$ cat src/rtl/fabric_port_pkg.sv
// Shared definitions for the fabric output-port arbiter:
// flit control-bit positions (offsets from the MSB) and arbiter states.
package fabric_port_pkg;

    typedef enum logic {
        IDLE = 1'b0,
        BUSY = 1'b1
    } arb_state_e;

    localparam int CTRL_FV_OFS   = 1;
    localparam int CTRL_HEAD_OFS = 2;
    localparam int CTRL_TAIL_OFS = 3;

    function automatic int fv_bit(input int width);
        return width - CTRL_FV_OFS;
    endfunction

    function automatic int head_bit(input int width);
        return width - CTRL_HEAD_OFS;
    endfunction

    function automatic int tail_bit(input int width);
        return width - CTRL_TAIL_OFS;
    endfunction

endpackage

$ cat src/rtl/fabric_port_out_arb_if.sv
// Requester and downstream handshake bundle of the output-port arbiter.
// master drives the requester flits and downstream ready; slave is the arbiter.
interface fabric_port_out_arb_if #(
    parameter int WIDTH = 36,
    parameter int N     = 4
);
    logic [N*WIDTH-1:0] i_data_in;
    logic [N-1:0]       i_valid_in;
    logic [N-1:0]       i_ready_out;
    logic [WIDTH-1:0]   o_data_out;
    logic               o_valid_out;
    logic               o_ready_in;
    logic [N-1:0]       o_grant_out;
    logic               o_err_out;

    modport master (
        output i_data_in,
        output i_valid_in,
        output o_ready_in,
        input  i_ready_out,
        input  o_data_out,
        input  o_valid_out,
        input  o_grant_out,
        input  o_err_out
    );

    modport slave (
        input  i_data_in,
        input  i_valid_in,
        input  o_ready_in,
        output i_ready_out,
        output o_data_out,
        output o_valid_out,
        output o_grant_out,
        output o_err_out
    );
endinterface

$ cat src/rtl/fabric_port_out_arb_rr_arbiter.sv
// Combinational round-robin picker: first request at or above ptr,
// wrapping past N-1 back to 0; one-hot grant, all-zero when no request.
module rr_arbiter #(
    parameter int N  = 4,
    parameter int PW = 2
) (
    input  logic [N-1:0]  req,
    input  logic [PW-1:0] ptr,
    output logic [N-1:0]  gnt
);

    logic          found;
    logic [PW-1:0] idx;

    always_comb begin
        gnt   = '0;
        found = 1'b0;
        idx   = '0;
        for (int i = 0; i < N; i++) begin
            idx = PW'((int'(ptr) + i) % N);
            if (!found && req[idx]) begin
                gnt[idx] = 1'b1;
                found    = 1'b1;
            end
        end
    end

endmodule

$ cat src/rtl/fabric_port_out_arb.sv
// Packet-level round-robin arbiter feeding a single-entry output register;
// a granted packet keeps the port from its head flit until its tail flit.
module fabric_port_out_arb
    import fabric_port_pkg::*;
#(
    parameter int WIDTH = 36,
    parameter int N     = 4
) (
    input logic                  clk,
    input logic                  rst,
    fabric_port_out_arb_if.slave bus
);

    localparam int PW = (N > 1) ? $clog2(N) : 1;
    localparam int HB = head_bit(WIDTH);
    localparam int TB = tail_bit(WIDTH);

    arb_state_e       state_q, state_d;
    logic [N-1:0]     owner_q, owner_d;
    logic [PW-1:0]    ptr_q, ptr_d;
    logic [WIDTH-1:0] data_q, data_d;
    logic             valid_q, valid_d;
    logic             err_q, err_d;

    logic [WIDTH-1:0] flit [N];
    logic [N-1:0]     head_v;
    logic [N-1:0]     tail_v;
    logic [N-1:0]     eligible;
    logic [N-1:0]     pick;
    logic [N-1:0]     sel;
    logic [N-1:0]     ready;
    logic             out_free;
    logic             xfer;
    logic [WIDTH-1:0] xfer_flit;
    logic [PW-1:0]    sel_idx;
    logic [PW-1:0]    nxt_ptr;

    for (genvar g = 0; g < N; g++) begin : g_unpack
        assign flit[g]   = bus.i_data_in[g*WIDTH +: WIDTH];
        assign head_v[g] = bus.i_data_in[g*WIDTH + HB];
        assign tail_v[g] = bus.i_data_in[g*WIDTH + TB];
    end

    assign eligible = bus.i_valid_in & head_v;

    rr_arbiter #(
        .N  (N),
        .PW (PW)
    ) u_rr (
        .req (eligible),
        .ptr (ptr_q),
        .gnt (pick)
    );

    // While a packet is open only its owner may move, whatever the others do.
    assign sel      = (state_q == IDLE) ? pick : owner_q;
    assign out_free = !valid_q || bus.o_ready_in;
    assign ready    = rst ? '0 : (sel & {N{out_free}});
    assign xfer     = |(ready & bus.i_valid_in);

    always_comb begin
        sel_idx   = '0;
        xfer_flit = '0;
        for (int k = 0; k < N; k++) begin
            if (sel[k]) begin
                sel_idx   = PW'(k);
                xfer_flit = flit[k];
            end
        end
    end

    assign nxt_ptr = (sel_idx == PW'(N - 1)) ? '0 : sel_idx + 1'b1;

    always_comb begin
        state_d = state_q;
        owner_d = owner_q;
        ptr_d   = ptr_q;
        data_d  = data_q;
        valid_d = valid_q;
        err_d   = err_q;

        if (xfer) begin
            data_d  = xfer_flit;
            valid_d = 1'b1;
        end else if (bus.o_ready_in) begin
            valid_d = 1'b0;
        end

        unique case (state_q)
            IDLE: begin
                if (|(bus.i_valid_in & ~head_v)) begin
                    err_d = 1'b1;
                end
                if (xfer) begin
                    if (xfer_flit[TB]) begin
                        ptr_d = nxt_ptr;
                    end else begin
                        state_d = BUSY;
                        owner_d = sel;
                    end
                end
            end
            BUSY: begin
                if (xfer) begin
                    if (xfer_flit[HB]) begin
                        err_d = 1'b1;
                    end
                    if (xfer_flit[TB]) begin
                        state_d = IDLE;
                        owner_d = '0;
                        ptr_d   = nxt_ptr;
                    end
                end
            end
            default: begin
                state_d = IDLE;
                owner_d = '0;
            end
        endcase
    end

    always_ff @(posedge clk or posedge rst) begin
        if (rst) begin
            state_q <= IDLE;
            owner_q <= '0;
            ptr_q   <= '0;
            data_q  <= '0;
            valid_q <= 1'b0;
            err_q   <= 1'b0;
        end else begin
            state_q <= state_d;
            owner_q <= owner_d;
            ptr_q   <= ptr_d;
            data_q  <= data_d;
            valid_q <= valid_d;
            err_q   <= err_d;
        end
    end

    assign bus.i_ready_out = ready;
    assign bus.o_data_out  = data_q;
    assign bus.o_valid_out = valid_q;
    assign bus.o_grant_out = owner_q;
    assign bus.o_err_out   = err_q;

endmodule

$ cat src/flat_wrapper.sv
// flat-port wrapper written by rule: the top's interface ports become plain ports
module fabric_port_out_arb_flat import fabric_port_pkg::*;
#(
    parameter int WIDTH = 36,
    parameter int N     = 4
)
  (clk, rst, bus_i_data_in, bus_i_valid_in, bus_o_ready_in, bus_i_ready_out, bus_o_data_out, bus_o_valid_out, bus_o_grant_out, bus_o_err_out);
  fabric_port_out_arb_if #(.WIDTH(WIDTH), .N(N)) bus_i ();
  input logic clk;
  input logic rst;
  input wire logic [$bits(bus_i.i_data_in)-1:0] bus_i_data_in;
  input wire logic [$bits(bus_i.i_valid_in)-1:0] bus_i_valid_in;
  input wire logic [$bits(bus_i.o_ready_in)-1:0] bus_o_ready_in;
  output wire logic [$bits(bus_i.i_ready_out)-1:0] bus_i_ready_out;
  output wire logic [$bits(bus_i.o_data_out)-1:0] bus_o_data_out;
  output wire logic [$bits(bus_i.o_valid_out)-1:0] bus_o_valid_out;
  output wire logic [$bits(bus_i.o_grant_out)-1:0] bus_o_grant_out;
  output wire logic [$bits(bus_i.o_err_out)-1:0] bus_o_err_out;
  assign bus_i.i_data_in = bus_i_data_in;
  assign bus_i.i_valid_in = bus_i_valid_in;
  assign bus_i.o_ready_in = bus_o_ready_in;
  assign bus_i_ready_out = bus_i.i_ready_out;
  assign bus_o_data_out = bus_i.o_data_out;
  assign bus_o_valid_out = bus_i.o_valid_out;
  assign bus_o_grant_out = bus_i.o_grant_out;
  assign bus_o_err_out = bus_i.o_err_out;
  fabric_port_out_arb #(.WIDTH(WIDTH), .N(N)) u_core (.clk(clk), .rst(rst), .bus(bus_i));
endmodule
$ cat config.mk
export PLATFORM = sky130hd
export DESIGN_NAME = fabric_port_out_arb_flat
export DESIGN_NICKNAME = d
export VERILOG_FILES = /design/src/rtl/fabric_port_pkg.sv /design/src/rtl/fabric_port_out_arb_if.sv /design/src/rtl/fabric_port_out_arb_rr_arbiter.sv /design/src/rtl/fabric_port_out_arb.sv /design/src/flat_wrapper.sv
export SDC_FILE = /design/constraint.sdc
export NUM_CORES = 1
export LEC_CHECK = 0
export CAP_MARGIN = 20
export CORE_MARGIN = 10
export CORE_UTILIZATION = 44
export CTS_BUF_LIST = sky130_fd_sc_hd__clkbuf_8
export DETAILED_ROUTE_END_ITERATION = 16
export HOLD_SLACK_MARGIN = 0.02
export PLACE_DENSITY_LB_ADDON = 0.25
export SYNTH_ARGS = -nofsm -noshare
export SYNTH_HDL_FRONTEND = slang
export SYNTH_HIERARCHICAL = 1
export SYNTH_SLANG_ARGS = --single-unit
$ cat constraint.sdc
create_clock -name clk -period 11.95 [get_ports clk]
set_input_delay 2.9875 -clock clk [delete_from_list [all_inputs] [get_ports clk]]
set_output_delay 2.9875 -clock clk [all_outputs]
set_load 0.01 [all_outputs]
==> metrics.md, run 1 <==
| Metric | Value |
|---|---|
| Outcome | `finished, final reports clean` |
| First-pass GRT wire length | `23500 um` |
| Yosys cell types | `44` |
| Synth top cells by count | `a21oi_1 (77), nand2_1 (49), dfrtp_1 (45), nor2_1 (37), a211oi_1 (36)` |
| CP startpoint kind | `input port` |
| Unrepaired setup endpoints after global routing | `no` |
| DR WL/cell | `20.9 um` |
| Ys flop type | `dfrtp_1` |
| Via Count | `4289` |
| Worst R2R End | `u_core/ptr_q[1]` |
| Share of layout cells above drive strength 1 | `6.36%` |
| Gpl congestion | `0.860` |
| Ys Warns | `6` |
| Comb pwr share | `73.2%` |
| Min cycle time layout | `9.22 ns` |
| Cell Area, Placed | `0.00557 mm^2` |
| R2R depth | `13` |
| Clock Sinks | `45` |
| Slew at the pin closest to its max-slew limit | `0.857 ns` |
| Row count | `32` |
| Htree depth | `2` |
| Post-synth EDFFs | `0` |
| Die area | `0.0122 mm^2` |
| Worst-Skew Late Latency | `0.30 ns` |
| Post-CTS Setup Inserts | `0` |
| CP Capture Type | `primary output` |
| Mapped Area | `0.00361 mm^2` |
| Crit Path Class | `input port to primary output` |
| Grt ovf | `0` |
| DRT Pass-1 Iters | `5` |
| Total wire length | `14900 um` |
| Non-filler cells, final | `715` |
| Clock power frac | `7.1%` |
| Mean Syn Cell Area | `8.06 um^2` |
| Post-cts sizing count | `0` |
| Worst vdd ir | `0.120 mV` |
| Share of power burned in registers | `19.7%` |
| Number of global-route vias before repair | `4417` |
| Core area | `0.00785 mm^2` |
| Hold-fix buffers, CTS | `0` |
| Clock buffer count from CTS | `5` |
| Vias per inst | `6.00` |
| HPWL after detailed placement | `11100 um` |
| Max cap viols | `0` |
| Design area | `0.00566 mm^2` |
| Hold WC Path Type | `register to register` |
| Asr flop ratio synth | `100%` |
| Seq cells post-synth | `45` |
| Fillers | `604` |
| Drc violations | `0` |
| Number of diodes | `0` |
| Fmax | `108 MHz` |
| Largest fanout on the critical path | `41` |
| Internal Power | `730 uW` |
| Die Span Y | `111 um` |
| Crit path to | `bus_i_ready_out[2]` |
| Post-synthesis sequential area ratio | `31.2%` |
| Cells after Synth | `448` |
| Final Max Slew Viols | `0` |
| Worst setup path startpoint | `bus_i_data_in[106]` |
| Reg clk slew, reported paths | `0.09 ns` |
| FF-to-FF setup slack | `7.45 ns` |
| Critical Path RT | `8.96 ns` |
| Part of the cycle the worst path needs | `77.1%` |
| Power density cells | `256 mW/mm^2` |
| Worst Skew | `0.0123 ns` |
| CTS tree | `yes` |
| Clock Path Buffers | `2` |
| Switching power total | `717 uW` |
| Clock root cell | `clkbuf_8` |
| Detail Route Antenna Nets | `0` |
| Count leader, synth | `a21oi_1` |
| Initial Util | `46.0%` |
| Initial antenna violation count | `0` |
| IO buf count | `196` |
| Area Growth Syn to Fin | `56.8%` |
| Post-synth top area share | `31.2%` |
| Leak pwr | `0.00222 uW` |
| CP arrival | `6.23 ns` |
| Total Neg Setup Slack | `0 ns` |
| Final hold vios | `0` |
| Setup violators final | `0` |
| Reg2reg start | `u_core/ptr_q[0]` |
| Nets | `769` |
| Syn Nets | `605` |
| IO Count | `197` |
| Die width | `111 um` |
| Leading area contributor after synthesis | `dfrtp_1` |
| DR iter-0 viols | `376` |
| Dpl cells | `707` |
| Total track usage | `22.6%` |
| Switching share of total power | `49.6%` |
| Top cells by area, synth | `dfrtp_1 (31%), a21oi_1 (11%), a221oi_1 (8.2%)` |
| Slew margin rel. | `42.9%` |
| Largest net degree at the start of global routing | `85` |
worst max-delay path, stage by stage:
cell and delay, ns:
clkdlybuf4s50_1 0.47, and2_1 0.22, mux4_2 0.60, nor4b_4 0.39
nand2_1 0.10, o211ai_1 0.09, buf_4 0.42, mux2_2 0.26
and3_1 0.15, clkdlybuf4s50_1 0.54
power by group through the flow:
stage                     clock network [uW]  registers, uW  logic, uW
after CTS                                106            285       1050
after global placement                     0            284       1020
final                                    103            285       1060
after floorplan                            0            308        662
after detailed placement                   0            287       1050
after global routing                     113            296       1150
per-layer routing:
layer | track usage, % | routed length (um)
met1 | 26.6 | 5810
met2 | 38.6 | 7520
met3 | 6.81 | 1270
met4 | 6.56 | 339
met5 | 0 | 0
sequential cells by signal (all words and copies together), names as in the netlist:
signal,count
u_core/bus.o_data_out,36
u_core/bus.o_grant_out,4
u_core/ptr_q,2
u_core/bus.o_err_out,1
u_core/bus.o_valid_out,1
u_core/state_q,1
worst min-delay path by stage:
stage | startpoint | endpoint | slack [ns] | cells after the start
6_report | u_core/bus.o_data_out[3] | u_core/bus.o_data_out[3] | 0.49 | 2
3_5_place_dp | u_core/bus.o_data_out[3] | u_core/bus.o_data_out[3] | 0.47 | 2
4_1_cts | u_core/bus.o_data_out[3] | u_core/bus.o_data_out[3] | 0.49 | 2
5_1_grt | u_core/bus.o_data_out[7] | u_core/bus.o_data_out[7] | 0.51 | 2
2_1_floorplan | u_core/bus.o_data_out[33] | u_core/bus.o_data_out[33] | 0.51 | 2
3_3_place_gp | u_core/bus.o_data_out[15] | u_core/bus.o_data_out[15] | 0.46 | 2
kinds of logic (layout without fill, tap and decap cells):
logic type,Yosys count,in the layout,synth area share (%)
and+or+nand+nor,113,113,14.3
buffers and inverters,63,228,7.31
AOI/OAI and AO/OA,212,212,40.6
adders and majority gates,6,6,2.08
muxes,9,9,4.57
DFF,45,45,31.2
metrics by stage:
stage	util [%]	worst slack, ns	power (uW)	hold slack [ns]
after global routing	72.2	2.56	1560	0.510
after global placement	70.9	2.85	1300	0.458
after CTS	72.2	2.76	1440	0.487
final	72.2	2.73	1450	0.485
after detailed placement	70.9	2.76	1340	0.465
after floorplan	-	3.79	970	0.514
area by class of cell:
cell class / instances / area, um^2 / share of cell area [%]
Multi-Input combinational cell: 340 / 2220 / 39.2
Timing Repair Buffer: 206 / 2040 / 36.0
Sequential cell: 45 / 1130 / 19.9
Tap cell: 102 / 128 / 2.25
Clock buffer: 6 / 82.6 / 1.46
Inverter: 14 / 52.6 / 0.928
Clock inverter: 2 / 13.8 / 0.243
placed cells by master (no fill, tap or decap), types with 2 or more instances in the layout:
master / n
and2_1: 4
mux4_1: 2
nand2_1: 49
o22ai_1: 2
clkdlybuf4s50_1: 196
dfrtp_1: 44
a22oi_1: 2
o31ai_1: 35
a211oi_1: 36
ha_1: 6
o21ai_0: 5
nand4_1: 4
clkbuf_8: 6
nor3_1: 2
mux2_2: 4
a21oi_1: 77
a2bb2oi_1: 4
buf_4: 10
a21o_2: 5
inv_1: 13
nor2_1: 37
o211ai_1: 4
and3_1: 3
mux4_2: 2
a221oi_1: 34
nand3_1: 8
Power figures use the tool's default switching activity.
==> run 2, diff against run 1 <==
CORE_UTILIZATION = 37   (was 44)
clock period = 8.2 ns   (was 11.95 ns; I/O delays follow)
==> run 2 against run 1 <==
Against the previous run: clock power up 33%; worst setup slack worse by 1.6 ns; wire length up 0.35%; worst hold slack worse by 0.0028 ns; total power up 45%; combinational power up 46%; highest routed layer unchanged.
==> metrics.md, run 2 (synthesis gave the netlist of run 1 again) <==
| Metric | Value |
|---|---|
| Outcome | `finished, final reports clean` |
| CP arrival | `4.98 ns` |
| Min cycle time layout | `7.03 ns` |
| Total Neg Setup Slack | `0 ns` |
| Clock root cell | `clkbuf_8` |
| Vias per inst | `5.81` |
| Largest fanout on the critical path | `10` |
| Total track usage | `20.1%` |
| First-pass GRT wire length | `23800 um` |
| Hold WC Path Type | `register to register` |
| Number of diodes | `0` |
| IO buf count | `196` |
| Crit Path Class | `input port to primary output` |
| Nets | `769` |
| Largest net degree at the start of global routing | `85` |
| Final core occ | `60.6%` |
| Total wire length | `15000 um` |
| DRT Pass-1 Iters | `5` |
| IO Count | `197` |
| Max reg flops | `36` |
| Dpl cells | `734` |
| CP Capture Type | `primary output` |
| Post-cts sizing count | `0` |
| CTS tree | `yes` |
| FF-to-FF setup slack | `3.58 ns` |
| Hold WS | `0.483 ns` |
| Row count | `35` |
| Reg clk slew, reported paths | `0.08 ns` |
| Die width | `119 um` |
| Final hold vios | `0` |
| Fmax | `142 MHz` |
| CP startpoint kind | `input port` |
| Initial antenna violation count | `0` |
| Final Max Slew Viols | `0` |
| Area Growth Syn to Fin | `57.4%` |
| Detail Route Antenna Nets | `0` |
| Non-filler cells, final | `742` |
| DR iter-0 viols | `330` |
| Most frequent cells in the layout | `clkdlybuf4s50_1 (196), a21oi_1 (77), nand2_1 (49)` |
| Number of global-route vias before repair | `4376` |
| Hold-fix buffers, CTS | `0` |
| Initial Util | `38.5%` |
| Drc violations | `0` |
| Clock Path Buffers | `2` |
| Part of the cycle the worst path needs | `85.8%` |
| Share of layout cells above drive strength 1 | `6.20%` |
| Commonest non-fill, non-tap cell in the layout | `clkdlybuf4s50_1` |
| Slew margin rel. | `40.6%` |
| Fillers | `841` |
| Worst Skew | `0.0125 ns` |
| Worst vdd ir | `0.248 mV` |
| Power density cells | `370 mW/mm^2` |
| Clock buffer count from CTS | `5` |
| Grt ovf | `0` |
| Slew at the pin closest to its max-slew limit | `0.891 ns` |
| Die Span Y | `119 um` |
| Via Count | `4312` |
| Setup violators final | `0` |
| HPWL after detailed placement | `10800 um` |
| Critical Path RT | `6.15 ns` |
| Gpl congestion | `0.852` |
| Max cap viols | `0` |
| Die area | `0.0141 mm^2` |
| Leak pwr | `0.00222 uW` |
| Post-CTS Setup Inserts | `0` |
| DR WL/cell | `20.2 um` |
| Core area | `0.00937 mm^2` |
| Clock Sinks | `45` |
| Htree depth | `2` |
| Worst-Skew Late Latency | `0.30 ns` |
| Unrepaired setup endpoints after global routing | `no` |
[run 2: cell count changes in the layout (fill, tap and decap cells not counted), sizes merged]
cell / previous run / this run
clkbuf: 6 / 5
inv: 14 / 15
[run 2: worst max-delay path, cell delays in order]
cell and delay [ns]:
clkdlybuf4s50_1 0.46, and2_1 0.21, mux4_2 0.59, nor4b_4 0.39, nand2_1 0.09, o211ai_1 0.23, mux2_2 0.27, and3_1 0.15
clkdlybuf4s50_1 0.54
[run 2: layout make-up]
cell class	count	area, um^2	share of cell area [%]
multi-input combinational	340	2220	39.1
timing repair buffer	206	2040	35.8
sequential	45	1130	19.8
tap	129	161	2.84
clock buffer	5	68.8	1.21
inverter	14	52.6	0.925
clock inverter	3	13.8	0.242
[run 2: path summary, 6_finish.rpt]
| kind | start | end | cells past startpoint |
|---|---|---|---|
| max in group asynchronous | rst | u_core/state_q | 3 |
| min | u_core/bus.o_data_out[14] | u_core/bus.o_data_out[14] | 2 |
| min in group asynchronous | rst | u_core/bus.o_data_out[25] | 3 |
| max | bus_i_data_in[106] | bus_i_ready_out[1] | 9 |
| max reg2reg | u_core/ptr_q[0] | u_core/ptr_q[1] | 13 |
| min reg2reg | u_core/bus.o_data_out[14] | u_core/bus.o_data_out[14] | 2 |
[run 2: power by group]
group / leakage (uW) / switching, uW / total (uW) / internal, uW
sequential: 0.000544 / 79.8 / 413 / 333
clock: 0.0000491 / 79.0 / 137 / 58.1
combinational: 0.00163 / 892 / 1550 / 662
total: 0.00222 / 1050 / 2100 / 1050
[run 2: per-layer routing]
layer  share of wire [%]  global-route usage [%]  routed length, um  up-vias
li1                    -                       -                  -     2051
met1                  39                    22.9               5890     2078
met2                  52                    36.0               7760      173
met3                 8.0                    6.85               1200       10
met4                0.97                    3.28                146        0
met5                   0                       0                  0        -
[run 2: metrics by stage]
step	cell area, um^2	setup slack (ns)	power (uW)
2_1_floorplan	3610	1.92	1410
3_3_place_gp	5600	1.25	1930
3_5_place_dp	5600	1.18	1960
4_1_cts	5680	1.18	2100
5_1_grt	5680	1.03	2280
6_report	5680	1.17	2100
==> run 3, diff against run 2 <==
GPL_TIMING_DRIVEN = 0   (was unset)
==> run 3 against run 2 <==
Against the previous run: sequential share of layout area shrank 0.65 points; total power is 5.0% higher; clock skew up 0.0067 ns; combinational power grew 5%; cell area grew 3.3%; sequential cell count unchanged; clock-buffer cell count unchanged; first-iteration DRC count rose by 3.3%; register-to-register slack improved by 0.80 ns.
==> metrics.md, run 3 (synthesis gave the netlist of run 1 again) <==
| Metric | Value |
|---|---|
| CP arrival | `5.74 ns` |
| Hold-fix buffers, CTS | `0` |
| Min cycle time layout | `7.79 ns` |
| Post-CTS Setup Inserts | `0` |
| HPWL after detailed placement | `12500 um` |
| Critical Path RT | `6.15 ns` |
| Max incr delay on CP | `0.55 ns` |
| Clock buffer count from CTS | `5` |
| Max cap viols | `0` |
| Die width | `119 um` |
| Internal Power | `1120 uW` |
| DP Worst Slack | `0.424 ns` |
| Total track usage | `20.9%` |
| Commonest non-fill, non-tap cell in the layout | `clkdlybuf4s50_1` |
| Clock power frac | `8.1%` |
| CP startpoint kind | `input port` |
| Number of global-route vias before repair | `4664` |
| Unrepaired setup endpoints after global routing | `no` |
| Die Span Y | `119 um` |
| Post-cts sizing count | `0` |
| Core area | `0.00937 mm^2` |
| Largest fanout on the critical path | `10` |
| Drc violations | `0` |
| Final core occ | `62.6%` |
| Outcome | `finished, final reports clean` |
| Htree depth | `2` |
| CTS tree | `yes` |
| Most frequent cells in the layout | `clkdlybuf4s50_1 (196), a21oi_1 (77), nand2_1 (49)` |
| Switching share of total power | `49.4%` |
| Setup violators final | `0` |
| DR WL/cell | `20.1 um` |
| Final hold vios | `0` |
| Total wire length | `15700 um` |
| Part of the cycle the worst path needs | `95.0%` |
| Fillers | `870` |
| Hold WC Path Type | `register to register` |
| Slew at the pin closest to its max-slew limit | `0.561 ns` |
| Nets | `809` |
| Clock Sinks | `45` |
| Setup ws final | `0.410 ns` |
| Cells along the critical path | `clkdlybuf4s50_1, and2_1, mux4_2, buf_6, nor4b_4, nand2_1, o211ai_1, clkbuf_1, mux2i_4, clkbuf_1, nor2_1, clkdlybuf4s50_1` |
| Crit Path Class | `input port to primary output` |
| Via Count | `4485` |
| Switching power total | `1090 uW` |
| Slowest CP cell | `clkdlybuf4s50_1` |
| Share of layout cells above drive strength 1 | `5.82%` |
| Area Growth Syn to Fin | `62.5%` |
| Gpl congestion | `0.837` |
| IO buf count | `196` |
| Comb pwr share | `73.3%` |
| DR iter-0 viols | `341` |
| Total Neg Setup Slack | `0 ns` |
| Grt ovf | `0` |
| Number of diodes | `0` |
| Worst Skew | `0.0191 ns` |
| Fmax | `128 MHz` |
| Clock Path Buffers | `2` |
| Power density cells | `376 mW/mm^2` |
| Initial antenna violation count | `0` |
| Worst-Skew Late Latency | `0.31 ns` |
| Reg clk slew, reported paths | `0.11 ns` |
| DRT Pass-1 Iters | `5` |
| Clock root cell | `clkbuf_8` |
| Largest net degree at the start of global routing | `30` |
| Final Max Slew Viols | `0` |
| Die area | `0.0141 mm^2` |
| Worst vdd ir | `0.162 mV` |
| First-pass GRT wire length | `24700 um` |
| Share of power burned in registers | `18.5%` |
| Register area | `0.00113 mm^2` |
| Vias per inst | `5.74` |
| FF-to-FF setup slack | `4.38 ns` |
| CP Capture Type | `primary output` |
| Area of the multi-input gates | `0.00222 mm^2` |
| Detail Route Antenna Nets | `0` |
| IO Count | `197` |
| Leak pwr | `0.00228 uW` |
| Initial Util | `38.5%` |
| Max reg flops | `36` |
| Slew margin rel. | `62.6%` |
| Row count | `35` |
==> run 3: cell types whose count changed in the layout (fill, tap and decap cells not counted), moves of 2 or more <==
cell / change
clkbuf_1: +34
buf_4: -9
buf_2: +7
buf_1: +5
buf_6: +2
clkinv_2: -2
==> run 3: power groups by stage <==
stage | registers, uW | logic, uW | clock network (uW)
after floorplan | 449 | 965 | 0
after global placement | 406 | 1570 | 0
after detailed placement | 413 | 1600 | 0
after CTS | 409 | 1610 | 181
after global routing | 425 | 1770 | 189
final | 409 | 1620 | 180
==> run 3: through the flow <==
step           hold slack (ns)  instance area [um^2]  instances  power [uW]
2_1_floorplan            0.514                  3610        448        1410
3_3_place_gp             0.459                  5730        773        1980
3_5_place_dp             0.466                  5750        774        2020
4_1_cts                  0.490                  5870        782        2200
5_1_grt                  0.507                  5870        782        2380
6_report                 0.485                  5870        782        2210
==> run 3: layout make-up <==
class	instances	area share [%]
tap	129	2.75
inverter	14	0.895
sequential	45	19.2
timing repair buffer	197	33.8
clock inverter	3	0.789
buffer	49	3.60
clock buffer	5	1.17
multi-input combinational	340	37.8
==> run 3: layer usage <==
metal,vias up,track usage [%],routed length (um)
met5,-,0,0
met4,0,4.89,238
met3,16,6.24,1190
met2,188,37.4,8120
met1,2151,23.9,6170
li1,2130,-,-
==> run 3: worst max-delay path, delay by kind of cell <==
family / cells / cell delay (ns)
and+or+nand+nor: 4 / 0.84
muxes: 2 / 0.72
buffers and inverters: 5 / 1.97
AOI/OAI and AO/OA: 1 / 0.16
==> run 3: final timing paths <==
path / startpoint / end / cells past startpoint
worst max-delay path: bus_i_data_in[106] / bus_i_ready_out[3] / 12
worst min-delay path: u_core/bus.o_data_out[13] / u_core/bus.o_data_out[13] / 2
worst max register to register: u_core/ptr_q[0] / u_core/bus.o_data_out[24] / 11
worst min register to register: u_core/bus.o_data_out[13] / u_core/bus.o_data_out[13] / 2
max in group asynchronous: rst / u_core/bus.o_valid_out / 3
min in group asynchronous: rst / u_core/bus.o_data_out[20] / 2
